==> src/rtl/ps2_keyboard_rx.sv <==
// PS/2 keyboard receiver: input conditioning, 11-bit frame deframer and
// scan-code decoder that tracks the currently held key.
//
// Ports:
//   clk       - system clock
//   reset     - synchronous, active-high reset
//   ps2_clk   - raw PS/2 clock (asynchronous)
//   ps2_data  - raw PS/2 data (asynchronous)
//   key_code  - make code of held key, 8'h00 when none
//   key_ext   - held key came from an E0-prefixed make code
//   rx_byte   - last correctly received raw byte
//   rx_valid  - one-cycle strobe, rx_byte updated
//   frame_err - one-cycle strobe on start/parity/stop error or timeout

module ps2_keyboard_rx #(
  parameter int FILTER_LEN     = 8,
  parameter int TIMEOUT_CYCLES = 100000,
  parameter int TO_W           = 17
) (
  input  logic       clk,
  input  logic       reset,
  input  logic       ps2_clk,
  input  logic       ps2_data,
  output logic [7:0] key_code,
  output logic       key_ext,
  output logic [7:0] rx_byte,
  output logic       rx_valid,
  output logic       frame_err
);

  localparam int FW = $clog2(FILTER_LEN + 1);

  typedef enum logic [1:0] {
    IDLE,
    DATA,
    PARITY,
    STOP
  } state_t;

  // synchronizers
  logic r_clk_s1;
  logic r_clk_s2;
  logic r_dat_s1;
  logic r_dat_s2;

  // clock filter
  logic          r_filt;
  logic          r_filt_d;
  logic [FW-1:0] r_fcnt;

  // deframer
  state_t        r_state;
  state_t        w_state_nx;
  logic [7:0]    r_shift;
  logic [2:0]    r_cnt;
  logic          r_par;
  logic [TO_W-1:0] r_to;

  // strobes and outputs
  logic       r_rx_valid;
  logic       r_frame_err;
  logic [7:0] r_rx_byte;
  logic [7:0] r_key;
  logic       r_key_ext;
  logic       r_ext;
  logic       r_brk;

  // combinational controls
  logic w_fall;
  logic w_dat;
  logic w_tmo;
  logic w_clr;
  logic w_shift;
  logic w_cap_par;
  logic w_ok;
  logic w_err;

  always_ff @(posedge clk) begin
    if (reset) begin
      r_clk_s1 <= 1'b1;
      r_clk_s2 <= 1'b1;
      r_dat_s1 <= 1'b1;
      r_dat_s2 <= 1'b1;
    end else begin
      r_clk_s1 <= ps2_clk;
      r_clk_s2 <= r_clk_s1;
      r_dat_s1 <= ps2_data;
      r_dat_s2 <= r_dat_s1;
    end
  end

  // The filtered clock only follows the synchronized clock once it has
  // disagreed for FILTER_LEN samples in a row; any agreeing sample
  // restarts the count, so short glitches never reach the deframer.
  always_ff @(posedge clk) begin
    if (reset) begin
      r_filt   <= 1'b1;
      r_filt_d <= 1'b1;
      r_fcnt   <= '0;
    end else begin
      r_filt_d <= r_filt;
      if (r_clk_s2 != r_filt) begin
        if (r_fcnt == FW'(FILTER_LEN - 1)) begin
          r_filt <= r_clk_s2;
          r_fcnt <= '0;
        end else begin
          r_fcnt <= r_fcnt + 1'b1;
        end
      end else begin
        r_fcnt <= '0;
      end
    end
  end

  assign w_fall = r_filt_d & ~r_filt;
  assign w_dat  = r_dat_s2;

  // A fall in the same cycle restarts the count, so it wins over timeout.
  assign w_tmo = (r_state != IDLE) && !w_fall &&
                 (r_to == TO_W'(TIMEOUT_CYCLES - 1));

  always_ff @(posedge clk) begin
    if (reset) begin
      r_state <= IDLE;
    end else begin
      r_state <= w_state_nx;
    end
  end

  always_comb begin
    w_state_nx = r_state;
    w_clr      = 1'b0;
    w_shift    = 1'b0;
    w_cap_par  = 1'b0;
    w_ok       = 1'b0;
    w_err      = 1'b0;
    if (w_tmo) begin
      w_state_nx = IDLE;
      w_err      = 1'b1;
    end else if (w_fall) begin
      unique case (r_state)
        IDLE: begin
          if (!w_dat) begin
            w_state_nx = DATA;
            w_clr      = 1'b1;
          end else begin
            w_err = 1'b1;
          end
        end
        DATA: begin
          w_shift = 1'b1;
          if (r_cnt == 3'd7) begin
            w_state_nx = PARITY;
          end
        end
        PARITY: begin
          w_cap_par  = 1'b1;
          w_state_nx = STOP;
        end
        STOP: begin
          w_state_nx = IDLE;
          // odd parity over data plus parity bit, and stop must be 1
          if (w_dat && ((^r_shift) ^ r_par)) begin
            w_ok = 1'b1;
          end else begin
            w_err = 1'b1;
          end
        end
        default: begin
          w_state_nx = IDLE;
        end
      endcase
    end
  end

  // Data path of the deframer. LSB arrives first, so shifting right
  // leaves bit 0 in r_shift[0] after eight shifts.
  always_ff @(posedge clk) begin
    if (reset) begin
      r_shift <= '0;
      r_cnt   <= '0;
      r_par   <= 1'b0;
    end else begin
      if (w_clr) begin
        r_cnt <= '0;
      end
      if (w_shift) begin
        r_shift <= {w_dat, r_shift[7:1]};
        r_cnt   <= r_cnt + 1'b1;
      end
      if (w_cap_par) begin
        r_par <= w_dat;
      end
    end
  end

  always_ff @(posedge clk) begin
    if (reset) begin
      r_to <= '0;
    end else if (r_state == IDLE || w_fall) begin
      r_to <= '0;
    end else begin
      r_to <= r_to + 1'b1;
    end
  end

  always_ff @(posedge clk) begin
    if (reset) begin
      r_rx_valid  <= 1'b0;
      r_frame_err <= 1'b0;
      r_rx_byte   <= '0;
    end else begin
      r_rx_valid  <= w_ok;
      r_frame_err <= w_err;
      if (w_ok) begin
        r_rx_byte <= r_shift;
      end
    end
  end

  // Scan-code decoder, one cycle behind the byte strobe. A break only
  // releases the key if it names exactly the held key, including E0.
  always_ff @(posedge clk) begin
    if (reset) begin
      r_key     <= '0;
      r_key_ext <= 1'b0;
      r_ext     <= 1'b0;
      r_brk     <= 1'b0;
    end else if (r_frame_err) begin
      r_ext <= 1'b0;
      r_brk <= 1'b0;
    end else if (r_rx_valid) begin
      unique case (1'b1)
        (r_rx_byte == 8'hE0): begin
          r_ext <= 1'b1;
        end
        (r_rx_byte == 8'hF0): begin
          r_brk <= 1'b1;
        end
        (r_rx_byte == 8'hAA): begin
          r_ext <= r_ext;
        end
        default: begin
          if (r_brk) begin
            if (r_rx_byte == r_key && r_ext == r_key_ext) begin
              r_key     <= '0;
              r_key_ext <= 1'b0;
            end
          end else begin
            r_key     <= r_rx_byte;
            r_key_ext <= r_ext;
          end
          r_ext <= 1'b0;
          r_brk <= 1'b0;
        end
      endcase
    end
  end

  assign key_code  = r_key;
  assign key_ext   = r_key_ext;
  assign rx_byte   = r_rx_byte;
  assign rx_valid  = r_rx_valid;
  assign frame_err = r_frame_err;

endmodule

==> config.mk <==
export PLATFORM = sky130hd
export DESIGN_NAME = ps2_keyboard_rx
export DESIGN_NICKNAME = d
export VERILOG_FILES = /design/src/rtl/ps2_keyboard_rx.sv
export SDC_FILE = /design/constraint.sdc
export NUM_CORES = 1
export LEC_CHECK = 0
export CAP_MARGIN = 20
export CORE_MARGIN = 8
export CORE_UTILIZATION = 33
export CTS_CLUSTER_DIAMETER = 50
export DETAILED_ROUTE_END_ITERATION = 16
export PLACE_DENSITY_LB_ADDON = 0.1
export SKIP_CTS_REPAIR_TIMING = 1
export SYNTH_ARGS = -nofsm -noshare
export SYNTH_HDL_FRONTEND = slang
export SYNTH_SLANG_ARGS = --single-unit
==> constraint.sdc <==
create_clock -name clk -period 3.3 [get_ports clk]
set_clock_uncertainty 0.05 [all_clocks]
set_input_delay 0.825 -clock clk [delete_from_list [all_inputs] [get_ports clk]]
set_output_delay 0.825 -clock clk [all_outputs]
set_load 0.01 [all_outputs]
==> metrics, run 1 <==
outcome finished, final reports clean; final core occ 40.0%; Ant. Diodes 0; Post-synth ARST share 0%; syn nets 314; Port Buf Inserts 22; total vias in the final route 2066; clock sink total 62; synthesized cell area 2720 um^2; post-DR wirelength/cell 13.4 um; row count 33; largest stage delay on the critical path 0.60 ns; area grow syn2layout 18.8%; Hold Path Class reg -> reg; Die W 107 um; via/cell ratio 4.75; cells after synthesis 302; Yosys warning count 0; CTS tree done; maximum number of pins on one net before global-route repair 41; Slew HR 57.0%; layout cells sized above 1 7.27%; Final nets 339; final instance area 3240 um^2; synth top area cells dfxtp_1, xor2_1, nor2_1; Peak VDD IR 0.166 mV; Setup Viol. Count Final 0; RSZ-0062 raised after global routing no; register bit total from synthesis 62; CP max-delay cell clkdlybuf4s50_1; Clock Tree Buf Depth 2; first-pass GRT wire length 9970 um; boundary pin count 23; post-synth top area share 45.6%; worst skew pair latency 0.33 ns; worst path bufs/invs 1; final cycle utilization of the critical path 69.4%; required time worst endpoint 2.42 ns; number of library cell types mapped by synthesis 41; Routed WL 5820 um; gr usage total 11.0%; Tmin final 2.29 ns; CP startpoint kind register; endpoint class of the critical path output port; Total Neg Setup Slack 0 ns; Place WS 0.926 ns; Worst-Margin Slew 0.645 ns; number of global-route vias before repair 2016; Overflow after GRT 0; DRC 0; Die Span Y 107 um; highest clock rate 0.437 GHz; drt first pass iters 4; Hold Path Stages 1; CP Class reg -> out; CP cell instances clkdlybuf4s50_1; Lkg Pwr 0.00121 uW; initial antenna violation count 0; Power Dens Cells 441 nW/um^2; most common flop cell mapped by yosys dfxtp_1; RePlAce Congestion 0.698; TritonCTS Buffers 9; clk slew on worst S/H paths 0.06 ns; hpwl dp 4060 um; Slew Limit Fails 0; fin worst setup slack 1.01 ns; r2r worst-path depth 5; placed instance area 3050 um^2; Max Cap Violations 0; Starting DRT DRC Count 84; Top Family by Delay on Critical Path buffers and inverters; Hold Vio Cnt, Final 0; Root Buffer clkbuf_8; initial core utilization 33.6%; Post-DRT Antenna Nets 0; WP data arrival 1.42 ns; core area 8090 um^2; Mapped Avg Cell Area 9.02 um^2; Crit Path Max Fanout 7; Levels on crit path 1; area leader, netlist dfxtp_1; number of synthesized flops with an enable pin 0; sequential fraction of the synthesis area 45.6%; Hold Slack 0.365 ns; die area 11400 um^2; H-tree Lvls 3
==> where the power goes <==
group | switching (uW) | total (uW) | internal (uW)
clock network | 272 | 655 | 383
registers | 1.50 | 752 | 751
logic | 11.7 | 19.0 | 7.29
total | 286 | 1430 | 1140
==> layout by cell type, fill, tap and decap left out, types with 3 or more instances in the layout <==
master,n
o21ai_0,8
o32ai_1,7
nand4_1,5
or2_2,6
nor4_1,5
nor2b_1,3
ha_1,8
clkdlybuf4s50_1,22
dfxtp_1,62
clkbuf_8,11
a21oi_1,18
xnor2_1,11
mux2i_1,11
nand3_1,12
or3_1,4
nor2_1,41
nor3_1,4
nand2_1,30
xor2_1,18
inv_1,14
==> layer usage <==
metal	global-route usage (%)	vias to the layer above	wire length, um
met5	0	-	0
met4	3.92	0	71
met3	3.90	7	277
met2	17.7	31	2760
met1	13.3	950	2720
li1	-	1078	-
==> registers in the layout (all words and copies together), names as in the netlist <==
register and count:
key_code 8, frame_err 1, r_filt_d 1, r_filt 1
r_brk 1, r_clk_s1 1, r_fcnt 4, r_ext 1
key_ext 1, r_cnt 3, r_shift 8, r_to 17
r_dat_s2 1, r_clk_s2 1, r_par 1, rx_byte 8
r_dat_s1 1, r_state 2, rx_valid 1
==> logic make-up (layout without fill, tap and decap cells) <==
kind of cell	Yosys count	in the layout	share of synthesized area, %
AND/OR/NAND/NOR	126	126	22.7
AO/OA/AOI/OAI	39	39	8.78
adder cells (fa/ha/maj)	8	8	3.68
multiplexers	12	12	4.87
XOR/XNOR	31	31	11.0
flip-flops	62	62	45.6
buffers and inverters	24	52	3.35
==> cell type report <==
type                    count  area, um^2
repair buffers             23         228
clock inverters             1        30.0
multi-input cells         216        1390
well taps                 105         131
clock buffers              13         159
fillers                   853        4860
inverters                  15        56.3
flip-flops and latches     62        1240
==> cell usage after synthesis, types with 8 or more instances <==
library cell  number
nor2_1            41
xor2_1            18
ha_1               8
o21ai_0            8
clkbuf_1           8
nand3_1           12
dfxtp_1           62
inv_1             14
a21oi_1           18
xnor2_1           11
mux2i_1           11
nand2_1           30
==> final timing paths <==
path | startpoint | to | slack [ns]
hold reg to reg | r_clk_s1 | r_clk_s2 | 0.36
hold / removal | r_clk_s1 | r_clk_s2 | 0.36
setup reg to reg | rx_byte[7] | key_code[3] | 1.14
setup / recovery | rx_byte[4] | rx_byte[4] | 1.01
==> metrics by stage <==
stage                     cells  power [uW]
after floorplan             302         780
after global placement      421         789
after detailed placement    421         789
after CTS                   435        1450
after global routing        435        1490
final                       435        1430
Note: power is estimated with default switching activity, not from simulation.
==> run 2, diff against run 1 <==
- clock period: 3.3 -> 1.9 ns (I/O delays scaled with it)
==> metrics, run 2 (synthesis results as in run 1) <==
Peak VDD IR 0.278 mV (was 0.166 mV); clk slew on worst S/H paths 0.07 ns (was 0.06 ns); Tmin final 1.82 ns; Overflow after GRT 0 (unchanged); initial antenna violation count 0 (unchanged); Crit Path Max Fanout 3 (was 7); clock sink total 62 (unchanged); fin worst setup slack 0.0800 ns (was 1.01 ns); Lkg Pwr 0.00152 uW (was 0.00121 uW); worst skew pair latency 0.34 ns (was 0.33 ns); commonest non-fill, non-tap cells in the layout dfxtp_1, nor2_1, nand2_1, buf_4 (was dfxtp_1, nor2_1, nand2_1, clkdlybuf4s50_1); via/cell ratio 4.71 (was 4.75); Post-DRT Antenna Nets 0 (unchanged); max reg flops 17 (unchanged); total vias in the final route 2163 (was 2066); Power Dens Cells 751 nW/um^2 (was 441 nW/um^2); highest clock rate 0.549 GHz; Routed WL 6030 um (was 5820 um); Place WS 0.0626 ns (was 0.926 ns); CP Class reg -> out (unchanged); Slew HR 71.6% (was 57.0%); commonest non-fill, non-tap cell in the layout dfxtp_1 (unchanged); CP startpoint kind register (unchanged); final instance area 3510 um^2 (was 3240 um^2); area grow syn2layout 28.9% (was 18.8%); gr usage total 11.7% (was 11.0%); final core occ 43.4% (was 40.0%); WP data arrival 1.29 ns (was 1.42 ns); first-pass GRT wire length 10600 um (was 9970 um); largest stage delay on the critical path 0.56 ns (was 0.60 ns); Fillers 866 (was 853); initial core utilization 33.6% (unchanged); RSZ-0062 raised after global routing no (unchanged); Clk pwr share 49.1% (was 45.9%); RePlAce Congestion 0.735 (was 0.698); number of global-route vias before repair 2282 (was 2016); placed instance area 3240 um^2 (was 3050 um^2); CP max-delay cell clkdlybuf4s50_1 (unchanged); Most flops, register r_to (unchanged); CP cell instances clkdlybuf4s50_1 (unchanged); outcome finished, final reports clean (unchanged); row count 33 (unchanged); Port Buf Inserts 22 (unchanged); Worst-Margin Slew 0.421 ns (was 0.645 ns); Int Power 2110 uW (was 1140 uW); Total Neg Setup Slack 0 ns (unchanged); Final nets 362 (was 339); sequential power share 49.3% (was 52.7%); worst path bufs/invs 1 (unchanged); Root Buffer clkbuf_8 (unchanged); Slew Limit Fails 0 (unchanged); Ant. Diodes 0 (unchanged); layout cells sized above 1 16.1% (was 7.27%); required time worst endpoint 1.37 ns (was 2.42 ns); Top Family by Delay on Critical Path buffers and inverters (unchanged); post-DR wirelength/cell 13.1 um (was 13.4 um); Setup Viol. Count Final 0 (unchanged); TritonCTS Buffers 9 (unchanged); Clock Tree Buf Depth 2 (unchanged); Gate power share 1.5% (was 1.3%); boundary pin count 23 (unchanged); Tot Pwr 2630 uW (was 1430 uW); Max Cap Violations 0 (unchanged); drt first pass iters 4 (unchanged); Hold Vio Cnt, Final 0 (unchanged); die area 11400 um^2 (unchanged); reg2reg setup slack 0.12 ns (was 1.14 ns); endpoint class of the critical path output port (unchanged); maximum number of pins on one net before global-route repair 18 (was 41); core area 8090 um^2 (unchanged); DRC 0 (unchanged); Switch Pwr 521 uW (was 286 uW); final cycle utilization of the critical path 95.8%; hpwl dp 4380 um (was 4060 um); CTS tree done (unchanged); Die Span Y 107 um (unchanged); H-tree Lvls 3 (unchanged); Sw Share 19.8% (was 20.0%); Hold Path Class reg -> reg (unchanged); Starting DRT DRC Count 54 (was 84); Die W 107 um (unchanged)
[run 2: changes by cell type in the layout (fill, tap and decap cells not counted)]
cell	change
buf_12	+2
dfxtp_1	-6
dfxtp_2	+1
clkbuf_1	-2
buf_4	+21
bufinv_16	+1
clkdlybuf4s50_1	-8
dlymetal6s2s_1	+8
nor2_2	+1
nor2_1	-1
dfxtp_4	+5
clkinv_2	+2
[run 2: path summary, 6_finish.rpt]
check | from | end | depth (start not counted)
setup / recovery | frame_err | frame_err | 1
hold / removal | r_dat_s1 | r_dat_s2 | 1
setup reg to reg | r_shift[4] | rx_byte[2] | 6
hold reg to reg | r_dat_s1 | r_dat_s2 | 1
[run 2: area by class of cell]
cell class,instances,area [um^2],share of cell area [%]
Clock buffer,11,151,4.32
Clock inverter,4,70.1,2.00
Inverter,15,56.3,1.60
Multi-Input combinational cell,216,1390,39.7
Sequential cell,62,1260,35.9
Tap cell,105,131,3.74
Timing Repair Buffer,46,445,12.7
[run 2: per-layer routing]
layer | share of wire, % | up-vias | GRT usage [%]
met5 | 0 | - | 0
met4 | 1.2 | 0 | 5.63
met3 | 4.1 | 7 | 3.60
met2 | 44 | 25 | 18.2
met1 | 51 | 1004 | 14.4
li1 | - | 1127 | -
[run 2: stage by stage]
stage / hold WS (ns) / std cells
2_1_floorplan: 0.339 / 302
3_3_place_gp: 0.345 / 444
3_5_place_dp: 0.350 / 444
4_1_cts: 0.373 / 459
5_1_grt: 0.383 / 459
6_report: 0.367 / 459
[run 2: power by group through the flow]
stage	clock [uW]	sequential, uW	combinational (uW)
3_5_place_dp	0	1340	40.0
6_report	1290	1300	40.1
5_1_grt	1400	1300	43.9
4_1_cts	1340	1310	40.4
3_3_place_gp	0	1340	39.9
2_1_floorplan	0	1340	20.3
==> run 3, diff against run 2 <==
--- a/config.mk
+++ b/config.mk
@@ -8,2 +8,4 @@
 export CAP_MARGIN = 20
+export CELL_PAD_IN_SITES_DETAIL_PLACEMENT = 1
+export CELL_PAD_IN_SITES_GLOBAL_PLACEMENT = 1
 export CORE_MARGIN = 8
@@ -13,2 +15,3 @@
 export PLACE_DENSITY_LB_ADDON = 0.1
+export RECOVER_POWER = 100
 export SKIP_CTS_REPAIR_TIMING = 1
==> constraint.sdc (replaced) <==
create_clock -name clk -period 1.9 [get_ports clk]
set_clock_uncertainty 0.05 [all_clocks]
set_input_delay 0.57 -clock clk [delete_from_list [all_inputs] [get_ports clk]]
set_output_delay 0.57 -clock clk [all_outputs]
set_load 0.01 [all_outputs]
==> metrics, run 3 (synthesis results as in run 1) <==
GR met2 Demand/Resource 18.5% (was 18.2%); CTS tree done (unchanged); reg2reg end rx_byte[4] (was rx_byte[2]); clock sink total 62 (unchanged); outcome finished, final reports clean (unchanged); max reg flops 17 (unchanged); worst path bufs/invs 1 (unchanged); Int Power 2160 uW (was 2110 uW); total vias in the final route 2214 (was 2163); worst reg2reg path startpoint r_shift[4] (unchanged); Ant. Diodes 0 (unchanged); Hold Path Stages 1 (unchanged); area grow syn2layout 29.5% (was 28.9%); commonest non-fill, non-tap cell in the layout dfxtp_1 (unchanged); Worst Setup SP key_code[0] (was frame_err); Hold Vio Cnt, Final 0 (unchanged); final instance area 3520 um^2 (was 3510 um^2); reg2reg setup slack 0.11 ns (was 0.12 ns); Tot Pwr 2690 uW (was 2630 uW); required time worst endpoint 1.28 ns (was 1.37 ns); Power Dens Cells 765 nW/um^2 (was 751 nW/um^2); Crit Path Max Fanout 3 (unchanged); DRC 0 (unchanged); met1 usage 16.8% (was 14.4%); r2r worst-path depth 6 (unchanged); boundary pin count 23 (unchanged); initial antenna violation count 0 (unchanged); Sw Share 19.7% (was 19.8%); CP Class reg -> out (unchanged); die area 11400 um^2 (unchanged); Overflow after GRT 0 (unchanged); Most flops, register r_to (unchanged); Levels on crit path 1 (unchanged); Root Buffer clkbuf_8 (unchanged); Slew Limit Fails 0 (unchanged); WP data arrival 1.25 ns (was 1.29 ns); CP max-delay cell clkdlybuf4s50_1 (unchanged); Slew HR 73.8% (was 71.6%); maximum number of pins on one net before global-route repair 23 (was 18); largest stage delay on the critical path 0.55 ns (was 0.56 ns); final cycle utilization of the critical path 98.6% (was 95.8%); gr busiest metal met2 (unchanged); Gate power share 1.4% (was 1.5%); Port Buf Inserts 22 (unchanged); initial core utilization 33.6% (unchanged); Clk pwr share 50.1% (was 49.1%); Routed WL 6410 um (was 6030 um); Hold Path Class reg -> reg (unchanged); Switch Pwr 531 uW (was 521 uW); Final nets 367 (was 362); commonest non-fill, non-tap cells in the layout dfxtp_1, nor2_1, nand2_1, buf_4 (unchanged); highest clock rate 0.534 GHz (was 0.549 GHz); endpoint class of the critical path output port (unchanged); Critical Path Sink key_code[0] (was frame_err); met3 Use GR 3.18% (was 3.60%); Starting DRT DRC Count 57 (was 54); layout cells sized above 1 16.4% (was 16.1%); number of global-route vias before repair 2357 (was 2282); gr usage total 12.5% (was 11.7%); CP startpoint kind register (unchanged); Top Family by Delay on Critical Path buffers and inverters (unchanged); Die W 107 um (unchanged); TritonCTS Buffers 9 (unchanged); worst skew pair latency 0.33 ns (was 0.34 ns); clk slew on worst S/H paths 0.07 ns (about the same); Clock Tree Buf Depth 2 (unchanged); Setup Viol. Count Final 0 (unchanged); CP cell instances clkdlybuf4s50_1 (unchanged); row count 33 (unchanged); Lkg Pwr 0.00143 uW (was 0.00152 uW); Max Cap Violations 0 (unchanged); Post-DRT Antenna Nets 0 (unchanged); final core occ 43.6% (was 43.4%); Tmin final 1.87 ns (was 1.82 ns); Worst-Margin Slew 0.393 ns (was 0.421 ns); RePlAce Congestion 0.725 (was 0.735); drt first pass iters 4 (unchanged); Die Span Y 107 um (unchanged); Fillers 955 (was 866); H-tree Lvls 3 (unchanged); core area 8090 um^2 (unchanged); placed instance area 3270 um^2 (was 3240 um^2); hpwl dp 4720 um (was 4380 um); Peak VDD IR 0.413 mV (was 0.278 mV); sequential power share 48.4% (was 49.3%); first-pass GRT wire length 11600 um (was 10600 um); via/cell ratio 4.76 (was 4.71); post-DR wirelength/cell 13.8 um (was 13.1 um)
## run 3: cell types whose count changed in the layout (fill, tap and decap cells not counted), moves of 2 or more
cell and delta:
nor4bb_1 -2, clkdlybuf4s25_1 +14, clkdlybuf4s50_1 -11, clkbuf_2 +3, dfxtp_1 +3, clkbuf_1 +3, dfxtp_4 -4, dlymetal6s4s_1 +2
nor4bb_2 +2, dlymetal6s2s_1 -7
## run 3: area by class of cell
class                           instances  area [um^2]  area share [%]
Sequential cell                        62         1250            35.4
Clock inverter                          3         65.1            1.85
Inverter                               15         56.3            1.60
Clock buffer                           13          169            4.79
Tap cell                              105          131            3.73
Multi-Input combinational cell        216         1400            39.8
Timing Repair Buffer                   51          453            12.9
## run 3: worst min-delay path by stage
stage,startpoint,endpoint,slack [ns]
2_1_floorplan,r_clk_s1,r_clk_s2,0.34
3_3_place_gp,r_clk_s1,r_clk_s2,0.35
3_5_place_dp,r_dat_s1,r_dat_s2,0.35
4_1_cts,r_dat_s1,r_dat_s2,0.37
5_1_grt,r_clk_s1,r_clk_s2,0.38
6_report,r_clk_s1,r_clk_s2,0.37
## run 3: power groups by stage
stage,clock (uW),combinational (uW),sequential (uW)
2_1_floorplan,0,20.3,1340
3_3_place_gp,0,41.0,1340
3_5_place_dp,0,41.8,1340
4_1_cts,1400,42.2,1310
5_1_grt,1460,44.2,1300
6_report,1350,38.7,1310
## run 3: per-stage QoR
stage | TNS [ns] | cells | setup WS [ns] | hold slack (ns)
2_1_floorplan | 0 | 302 | 0.131 | 0.339
3_3_place_gp | 0 | 447 | 0.0317 | 0.347
3_5_place_dp | -0.00380 | 447 | -0.00380 | 0.353
4_1_cts | -1.09 | 463 | -0.195 | 0.371
5_1_grt | -0.00679 | 465 | -0.00679 | 0.379
6_report | 0 | 465 | 0.0269 | 0.366
## run 3: routing by layer
metal	wire length, um	part of all wire, %
met4	91	1.4
met3	208	3.2
met1	3300	51
met2	2810	44
met5	0	0
## run 3: worst reg2reg max path, cell delays in order (launching register included)
cell and delay [ns]:
dfxtp_1 0.34, xor2_1 0.18, xnor3_2 0.50, mux2i_4 0.22
buf_12 0.16, mux2i_1 0.19, nor2_1 0.05
